`src/rtl/sar_search.sv`:
```
// sar_search -- successive-approximation search engine.
//
// Drives a probe value onto a magnitude comparator's b input and resolves
// the unknown value x on the comparator's a input one bit at a time, MSB
// first. Each probe is acc | (1 << idx). A gt response keeps that bit, an lt
// response drops it, and an eq response ends the search early.
//
// Optional feature (macro SAR_TIMEOUT_EN): a watchdog aborts the search when
// cmp_valid stays low for TIMEOUT consecutive PROBE cycles. The search then
// ends with err=1 and result=acc, and done still pulses. When the macro is
// undefined, PROBE waits indefinitely and TIMEOUT is unused.
//
// Ports:
//   clk          single clock, rising edge
//   rst          synchronous active-high reset
//   start        begin a search (sampled only in IDLE)
//   probe        value presented to comparator b (registered)
//   probe_valid  high exactly in PROBE: probe stable, response requested
//   cmp_valid    comparator response valid this cycle
//   cmp_eq/lt/gt comparator flags (x == / < / > probe)
//   busy         high while a search is in progress
//   done         one-cycle pulse when a search ends
//   result       resolved x, held until the next accepted start
//   err          last search aborted, held until the next accepted start
//   steps        probes consumed by the last search
//
// Handshake: a response is consumed on a rising edge where probe_valid and
// cmp_valid are both high. probe does not change while probe_valid is high
// and cmp_valid is low. cmp_valid outside PROBE is ignored.
module sar_search #(
  parameter int WIDTH   = 16,
  parameter int TIMEOUT = 255
) (
  input  logic                       clk,
  input  logic                       rst,
  input  logic                       start,
  output logic [WIDTH-1:0]           probe,
  output logic                       probe_valid,
  input  logic                       cmp_valid,
  input  logic                       cmp_eq,
  input  logic                       cmp_lt,
  input  logic                       cmp_gt,
  output logic                       busy,
  output logic                       done,
  output logic [WIDTH-1:0]           result,
  output logic                       err,
  output logic [$clog2(WIDTH+1)-1:0] steps
);

  localparam int SW = $clog2(WIDTH + 1);
  localparam int IW = (WIDTH > 1) ? $clog2(WIDTH) : 1;

  typedef enum logic [1:0] {
    S_IDLE  = 2'd0,
    S_PROBE = 2'd1,
    S_DONE  = 2'd2
  } state_t;

  state_t state, state_next;

  logic [WIDTH-1:0] acc;
  logic [IW-1:0]    idx;

  logic             one_hot;
  logic [IW-1:0]    idx_dn;
  logic [WIDTH-1:0] acc_upd;
  logic             finish;
  logic             timeout;

  // A response is legal only when exactly one of the three flags is set.
  always_comb begin
    one_hot = 1'b0;
    case ({cmp_eq, cmp_lt, cmp_gt})
      3'b100, 3'b010, 3'b001: one_hot = 1'b1;
      default:                one_hot = 1'b0;
    endcase
  end

  assign idx_dn  = idx - IW'(1);
  assign acc_upd = cmp_gt ? (acc | (WIDTH'(1) << idx)) : acc;

  // The search ends on an illegal response, an eq, or after the LSB decision.
  assign finish = cmp_valid && (!one_hot || cmp_eq || (idx == '0));

`ifdef SAR_TIMEOUT_EN
  localparam int TW = (TIMEOUT > 1) ? $clog2(TIMEOUT + 1) : 1;
  logic [TW-1:0] wd;

  // Fires on the TIMEOUT-th consecutive PROBE cycle without a response.
  assign timeout = (state == S_PROBE) && !cmp_valid && (wd == TW'(TIMEOUT - 1));

  always_ff @(posedge clk) begin
    if (rst) begin
      wd <= '0;
    end else if (state != S_PROBE || cmp_valid) begin
      wd <= '0;
    end else if (!timeout) begin
      wd <= wd + TW'(1);
    end
  end
`else
  assign timeout = 1'b0;
`endif

  always_ff @(posedge clk) begin
    if (rst) begin
      state <= S_IDLE;
    end else begin
      state <= state_next;
    end
  end

  always_comb begin
    state_next = state;
    case (state)
      S_IDLE:  if (start) state_next = S_PROBE;
      S_PROBE: if (finish || timeout) state_next = S_DONE;
      S_DONE:  state_next = S_IDLE;
      default: state_next = S_IDLE;
    endcase
  end

  assign probe_valid = (state == S_PROBE);
  assign busy        = (state == S_PROBE);
  assign done        = (state == S_DONE);

  always_ff @(posedge clk) begin
    if (rst) begin
      acc    <= '0;
      idx    <= '0;
      probe  <= '0;
      result <= '0;
      err    <= 1'b0;
      steps  <= '0;
    end else begin
      case (state)
        S_IDLE: begin
          if (start) begin
            acc   <= '0;
            idx   <= IW'(WIDTH - 1);
            steps <= '0;
            err   <= 1'b0;
            probe <= WIDTH'(1) << (WIDTH - 1);
          end
        end
        S_PROBE: begin
          if (cmp_valid) begin
            steps <= steps + SW'(1);
            if (!one_hot) begin
              err    <= 1'b1;
              result <= acc;
            end else if (cmp_eq) begin
              result <= probe;
            end else begin
              acc <= acc_upd;
              if (idx == '0) begin
                result <= acc_upd;
              end else begin
                idx   <= idx_dn;
                probe <= acc_upd | (WIDTH'(1) << idx_dn);
              end
            end
          end else if (timeout) begin
            err    <= 1'b1;
            result <= acc;
          end
        end
        default: ;
      endcase
    end
  end

endmodule

```
`config.mk`:
```
export PLATFORM = sky130hd
export DESIGN_NAME = sar_search
export DESIGN_NICKNAME = d
export VERILOG_FILES = /design/src/rtl/sar_search.sv
export SDC_FILE = /design/constraint.sdc
export NUM_CORES = 1
export LEC_CHECK = 0
export ABC_AREA = 1
export CAP_MARGIN = 20
export CORE_AREA = 2 2 71 107
export DETAILED_ROUTE_END_ITERATION = 6
export DIE_AREA = 0 0 73 109
export PLACE_DENSITY = 0.72
export SYNTH_ARGS = -nofsm -noshare
export SYNTH_HDL_FRONTEND = slang
export SYNTH_SLANG_ARGS = --single-unit
```
`constraint.sdc`:
```
create_clock -name clk -period 3.1 [get_ports clk]
set_clock_uncertainty 0.2 [all_clocks]
set_input_delay 0.465 -clock clk [delete_from_list [all_inputs] [get_ports clk]]
set_output_delay 0.465 -clock clk [all_outputs]
set_load 0.03 [all_outputs]
```
==> results.ini, run 1 <==
[status]
outcome=finished clean

[drt]
final_antenna_net_count=0
wl_um=9739
drt-initial-drc-count=218
drt_pre_antenna_iters=5
drc=0
wl_per_cell_um=13.11
vias=3635
viasPerCell=4.892

[placement]
port_buffers=47
dp_slack_ns=0.4649
globalplace.congestion=0.9081
place_hpwl_um=7138

[global_routing]
grt_overflow=0
grtUsageMet3_pct=4.159
antenna_found_initial=0
grt_max_degree=37
grt_use_total_pct=25.90
grt_pass1_wl_um=15630
top_usage_layer=met2
grt.met1_usage_pct=33.89
met2_usage_pct=41.70
grt_pass1_vias=3199

[yosys]
yosysTopAreaCellShare_pct=32.82
synthTopCellsByArea=dfxtp_1 (33%), nand2_1 (23%), nor2_1 (14%), nand3_1 (7.8%), inv_1 (7.2%)
yosys_warnings=0
synth_simple_gate_area_share_pct=50.36
synth-compound-area-share_pct=2.496
synth_area_mm2=0.003660
ys_types=25
synth_fp_nets=635
syn_inst=622
synth_top_family_by_area=simple AND/OR/NAND/NOR gates
synth_xor_area_share_pct=0.2393
synthAdderAreaFrac_pct=2.051
ys_seq_area_share_pct=32.82
muxShareOfSynthArea_pct=0
yosysTopAreaCell=dfxtp_1
synth_seq_cells=60
synth_area_per_cell_um2=5.884

[timing]
worst_slack_ns=0.6687
fin_tns_setup_ns=0
period_minus_slack_ns=2.431
timing.final.crit_share_pct=78.43
tightest_slew_ns=0.4822
setup_viol_count_final=0
relSlewSlack_pct=67.81
fmax_mhz=411.3
rsz0062_at_grt=false
hold_violations=0
slew_violations=0

[worst_setup_path]
crit_start=state[0]
cp_top_family=buffers and inverters
crit_buf_inv=2
crit_end=busy
worstSetupPathType=reg -> out
critical_path.max_stage_delay_ns=0.70
rr_worst_depth=8
r2r_setup_slack_ns=0.95
cpMaxStageDelayCell=clkdlybuf4s50_1
end_kind=output pin
crit_fanout=6
cp_cell_sequence=inv_2 -> nor2_4 -> clkdlybuf4s50_1
reg2reg_from=state[0]
start_kind=flop
cp.arrival_ns=1.77
cp.required_ns=2.43
crit_cells=3
crit-reg2reg-capture=probe[13]

[power]
static-leakage-power_nw=2.240
netSwitchingPower_mw=0.8522
pwr-share-seq_pct=37.4
peakVddDrop_mv=0.4032
intPower_mw=1.554
p_per_area_mw_per_mm2=558.2
p_sw_share_pct=35.42
combPwrFrac_pct=30.1
pwr-share-clk_pct=32.4

[cells_and_area]
syn_to_final_growth_pct=17.78
final_cell_mix=nand2_1 (225), nor2_1 (136), inv_1 (70)
multi_input_area_mm2=0.002018
n_fill_cell=728
antennaDiodeCount=0
nNetsFinal=671
regArea_mm2=0.001201
final_common_cell=nand2_1
drive_above_1_share_pct=5.279

[floorplanning]
die_y_um=109
die-area_mm2=0.007957
row_count=38
fp.coreArea_mm2=0.007084
die_x_um=73
start_util_pct=51.66
ios=48

[cts]
cts_tree=built
cts-hold-fix-buffers=0
clock_sinks=60
h-tree-depth=3
postCtsSetupBuffers=0
cts_buffers=9
clk_pin_slew_ns=0.07
cts-root-buf=clkbuf_8
cts_resized=0
clockBufferDepth=2
clkLatencyLatePin_ns=0.35

[hold_path]
hold_path_class=reg -> reg

[job]
cap_violations=0

==> cell type report <==
cell class / count / share of cell area [%]
sequential: 60 / 27.87
inverter: 75 / 6.531
timing repair buffer: 50 / 11.44
clock buffer: 11 / 3.280
multi-input combinational: 462 / 46.82
tap: 80 / 2.322
clock inverter: 5 / 1.742
==> synth_stat cells <==
master    number
clkinv_1       1
nand3_1       57
xor2_1         1
o21ai_0        3
nand2_4        4
nand2_1      225
nor2_1       136
a21oi_4        1
clkbuf_1       6
and3_1         2
inv_2          4
o21bai_1       2
buf_2          4
nand3_4        4
buf_1          5
nand4_1        4
dfxtp_1       60
inv_1         70
nor3_1         4
buf_4          4
nor2_4         1
a21oi_1        9
ha_1           6
nand2_2        3
buf_6          6
==> state kept, by name, indices dropped and copies added (netlist names) <==
name,cells
acc,16
err,1
idx,4
probe,16
result,16
state,2
steps,5
==> worst reg2reg max path, delay by kind of cell (launching register included) <==
| kind | cells | cell delay (ns) |
|---|---|---|
| and+or+nand+nor | 6 | 0.96 |
| DFF | 1 | 0.45 |
| buffers and inverters | 2 | 0.43 |
==> per-layer routing <==
metal  vias up  wire, um
met1      1586      4518
met4         0       181
li1       1946         -
met3        12       469
met2        91      4570
met5         -         0
==> power groups by stage <==
stage / combinational (mW) / clock (mW) / sequential (mW)
after global routing: 0.808 / 0.825 / 0.910
after detailed placement: 0.718 / 0 / 0.918
after floorplan: 0.456 / 0 / 0.984
after global placement: 0.712 / 0 / 0.917
final: 0.725 / 0.780 / 0.901
after CTS: 0.722 / 0.800 / 0.901
==> metrics by stage <==
stage          std cells  instance area (um^2)  power (mW)  hold slack [ns]  util [%]
6_report             743                  4310       2.406           0.2545     60.84
5_1_grt              743                  4310       2.544           0.3023     60.84
4_1_cts              743                  4310       2.424           0.2553     60.84
3_5_place_dp         727                  4094       1.636           0.2455     57.79
3_3_place_gp         727                  4094       1.629           0.2401     57.79
2_1_floorplan        622                  3660       1.440           0.2558         -
==> how the worst min path moves through the flow <==
stage | start | to | slack [ns] | depth (start not counted)
final | err | err | 0.25 | 2
after global routing | err | err | 0.30 | 2
after CTS | err | err | 0.26 | 2
after detailed placement | err | err | 0.25 | 2
after global placement | err | err | 0.24 | 2
after floorplan | acc[7] | acc[7] | 0.26 | 2
==> kinds of logic (layout without fill, tap and decap cells) <==
group / count (synthesis) / count (layout)
simple gates: 440 / 440
buf+inv: 100 / 141
compound gates: 15 / 15
fa+ha+maj: 6 / 6
xor+xnor: 1 / 1
flops: 60 / 60
No activity file was read; power rests on OpenSTA's default activity.
==> run 2, diff against run 1 <==
--- a/config.mk
+++ b/config.mk
@@ -7,10 +7,10 @@
 export LEC_CHECK = 0
 export ABC_AREA = 1
 export CAP_MARGIN = 20
-export CORE_AREA = 2 2 71 107
+export CORE_AREA = 2 2 73 110
 export DETAILED_ROUTE_END_ITERATION = 6
-export DIE_AREA = 0 0 73 109
-export PLACE_DENSITY = 0.72
+export DIE_AREA = 0 0 75 112
+export PLACE_DENSITY = 0.71
 export SYNTH_ARGS = -nofsm -noshare
 export SYNTH_HDL_FRONTEND = slang
 export SYNTH_SLANG_ARGS = --single-unit
==> constraint.sdc (replaced) <==
create_clock -name clk -period 2.2 [get_ports clk]
set_clock_uncertainty 0.2 [all_clocks]
set_input_delay 0.33 -clock clk [delete_from_list [all_inputs] [get_ports clk]]
set_output_delay 0.33 -clock clk [all_outputs]
set_load 0.03 [all_outputs]
==> run 2 against run 1 <==
  * Sequential power increased by 41%
  * Worst setup slack lost 0.54 ns
  * Utilization fell by 0.16 points
  * Flip-flop and latch count unchanged
  * Hold slack worse by 0.0045 ns
  * First-iteration DRC count increased by 14%
  * Count of clock-buffer cells in the layout increased by 1
  * Highest routed layer unchanged
  * Die area grew 5.6%
  * Non-clock buffer count rose by 12
  * Total power grew 55%
==> results.ini, run 2 (synthesis results as in run 1) <==
[hold_path]
min_to=err
min_path_cells=2
hold_path_class=reg -> reg
min-delay-start=err

[cts]
clk_pin_slew_ns=0.05
clockBufferDepth=2
clock_sinks=60
clkLatencyLatePin_ns=0.33
cts_buffers=9
cts-root-buf=clkbuf_16
cts_tree=built
h-tree-depth=3

[power]
peakVddDrop_mv=0.5684
p_per_area_mw_per_mm2=822.9
static-leakage-power_nw=2.344

[timing]
setup_viol_count_final=0
period_minus_slack_ns=2.069
rsz0062_at_grt=false
worst_slack_ns=0.1306
fmax_mhz=483.2
slew_violations=0
timing.final.crit_share_pct=94.06
hold_violations=0
tightest_slew_ns=0.4670
relSlewSlack_pct=68.82
fin_tns_setup_ns=0

[cells_and_area]
final_common_cell=nand2_1
drive_above_1_share_pct=7.270
n_fill_cell=766
stdcell_count=776
final_cell_mix=nand2_1 (224), nor2_1 (136), inv_1 (70)
reg_top3=acc (16), probe (16), result (16)
design_area_mm2=0.004531
syn_to_final_growth_pct=23.80
antennaDiodeCount=0
nNetsFinal=684
final_core_util_pct=60.68

[worst_setup_path]
start_kind=flop
cp.required_ns=1.67
rr_worst_depth=8
crit_fanout=3
crit-reg2reg-capture=probe[6]
reg2reg_from=idx[0]
cp.arrival_ns=1.54
worstSetupPathType=reg -> out
end_kind=output pin
r2r_setup_slack_ns=0.23

[drt]
drc=0
drt_pre_antenna_iters=5
wl_per_cell_um=12.75
wl_um=9897
vias=3715
viasPerCell=4.787
final_antenna_net_count=0
drt-initial-drc-count=249

[floorplanning]
fp.coreArea_mm2=0.007466
die_y_um=112
ios=48
row_count=39
die_x_um=75
die-area_mm2=0.008400
start_util_pct=49.02

[global_routing]
grt_max_degree=37
grt_overflow=0
antenna_found_initial=0
grt_pass1_wl_um=16700
grt_use_total_pct=25.67
grt_pass1_vias=3448

[placement]
dp_slack_ns=-0.02811
globalplace.congestion=0.9219
port_buffers=47
place_hpwl_um=7125
dpl_cell_area_mm2=0.004199
dp.cells=760

[job]
cap_violations=0

[status]
outcome=finished clean

-- run 2: timing repair --
| action | in CTS | in global routing |
|---|---|---|
| setup buffers | 0 | 1 |
| endpoints found under the setup margin | 0 | 17 |
| hold endpoints to repair | 0 | 0 |
| gates resized for setup | 0 | 2 |
| hold buffers | 0 | 0 |
-- run 2: per-layer routing --
layer	vias to the layer above	GRT usage (%)	routed length [um]
met5	-	0	0
met4	0	10.48	268
met3	18	3.801	413
met2	115	39.71	4673
met1	1605	35.15	4541
li1	1977	-	-
-- run 2: final cells by class --
| cell class | count | area [um^2] | area share [%] |
|---|---|---|---|
| Multi-Input combinational cell | 463 | 2038 | 44.99 |
| Sequential cell | 60 | 1201 | 26.51 |
| Timing Repair Buffer | 62 | 590.6 | 13.04 |
| Inverter | 75 | 281.5 | 6.214 |
| Clock buffer | 12 | 256.5 | 5.661 |
| Tap cell | 102 | 127.6 | 2.817 |
| Clock inverter | 2 | 35.03 | 0.7733 |
-- run 2: power by group --
group | internal [mW] | switching [mW]
sequential | 1.19 | 0.0766
clock | 0.922 | 0.469
combinational | 0.367 | 0.699
-- run 2: through the flow --
step	hold WS, ns	power, mW
floorplan	0.1991	2.029
global placement	0.2383	2.299
detailed placement	0.2442	2.315
CTS	0.2521	3.715
global route	0.2857	3.934
finish	0.2500	3.728
-- run 2: worst max-delay path by stage --
stage / startpoint / end
floorplan: state[0] / probe_valid
global placement: cmp_eq / result[8]
detailed placement: cmp_eq / probe[0]
CTS: state[1] / done
global route: state[1] / done
finish: state[1] / done
-- run 2: worst max-delay path: stages (launching register included) --
cell,delay [ns]
dfxtp_1,0.36
inv_1,0.09
nor2_1,0.08
clkdlybuf4s50_1,0.67
==> run 3, diff against run 2 <==
--- a/config.mk
+++ b/config.mk
@@ -6,7 +6,7 @@
 export NUM_CORES = 1
 export LEC_CHECK = 0
 export ABC_AREA = 1
-export CAP_MARGIN = 20
+export CAP_MARGIN = 10
 export CORE_AREA = 2 2 73 110
 export DETAILED_ROUTE_END_ITERATION = 6
 export DIE_AREA = 0 0 75 112
==> results of run 3 <==
The final DEF is identical to that of run 2; final timing and power are the same.
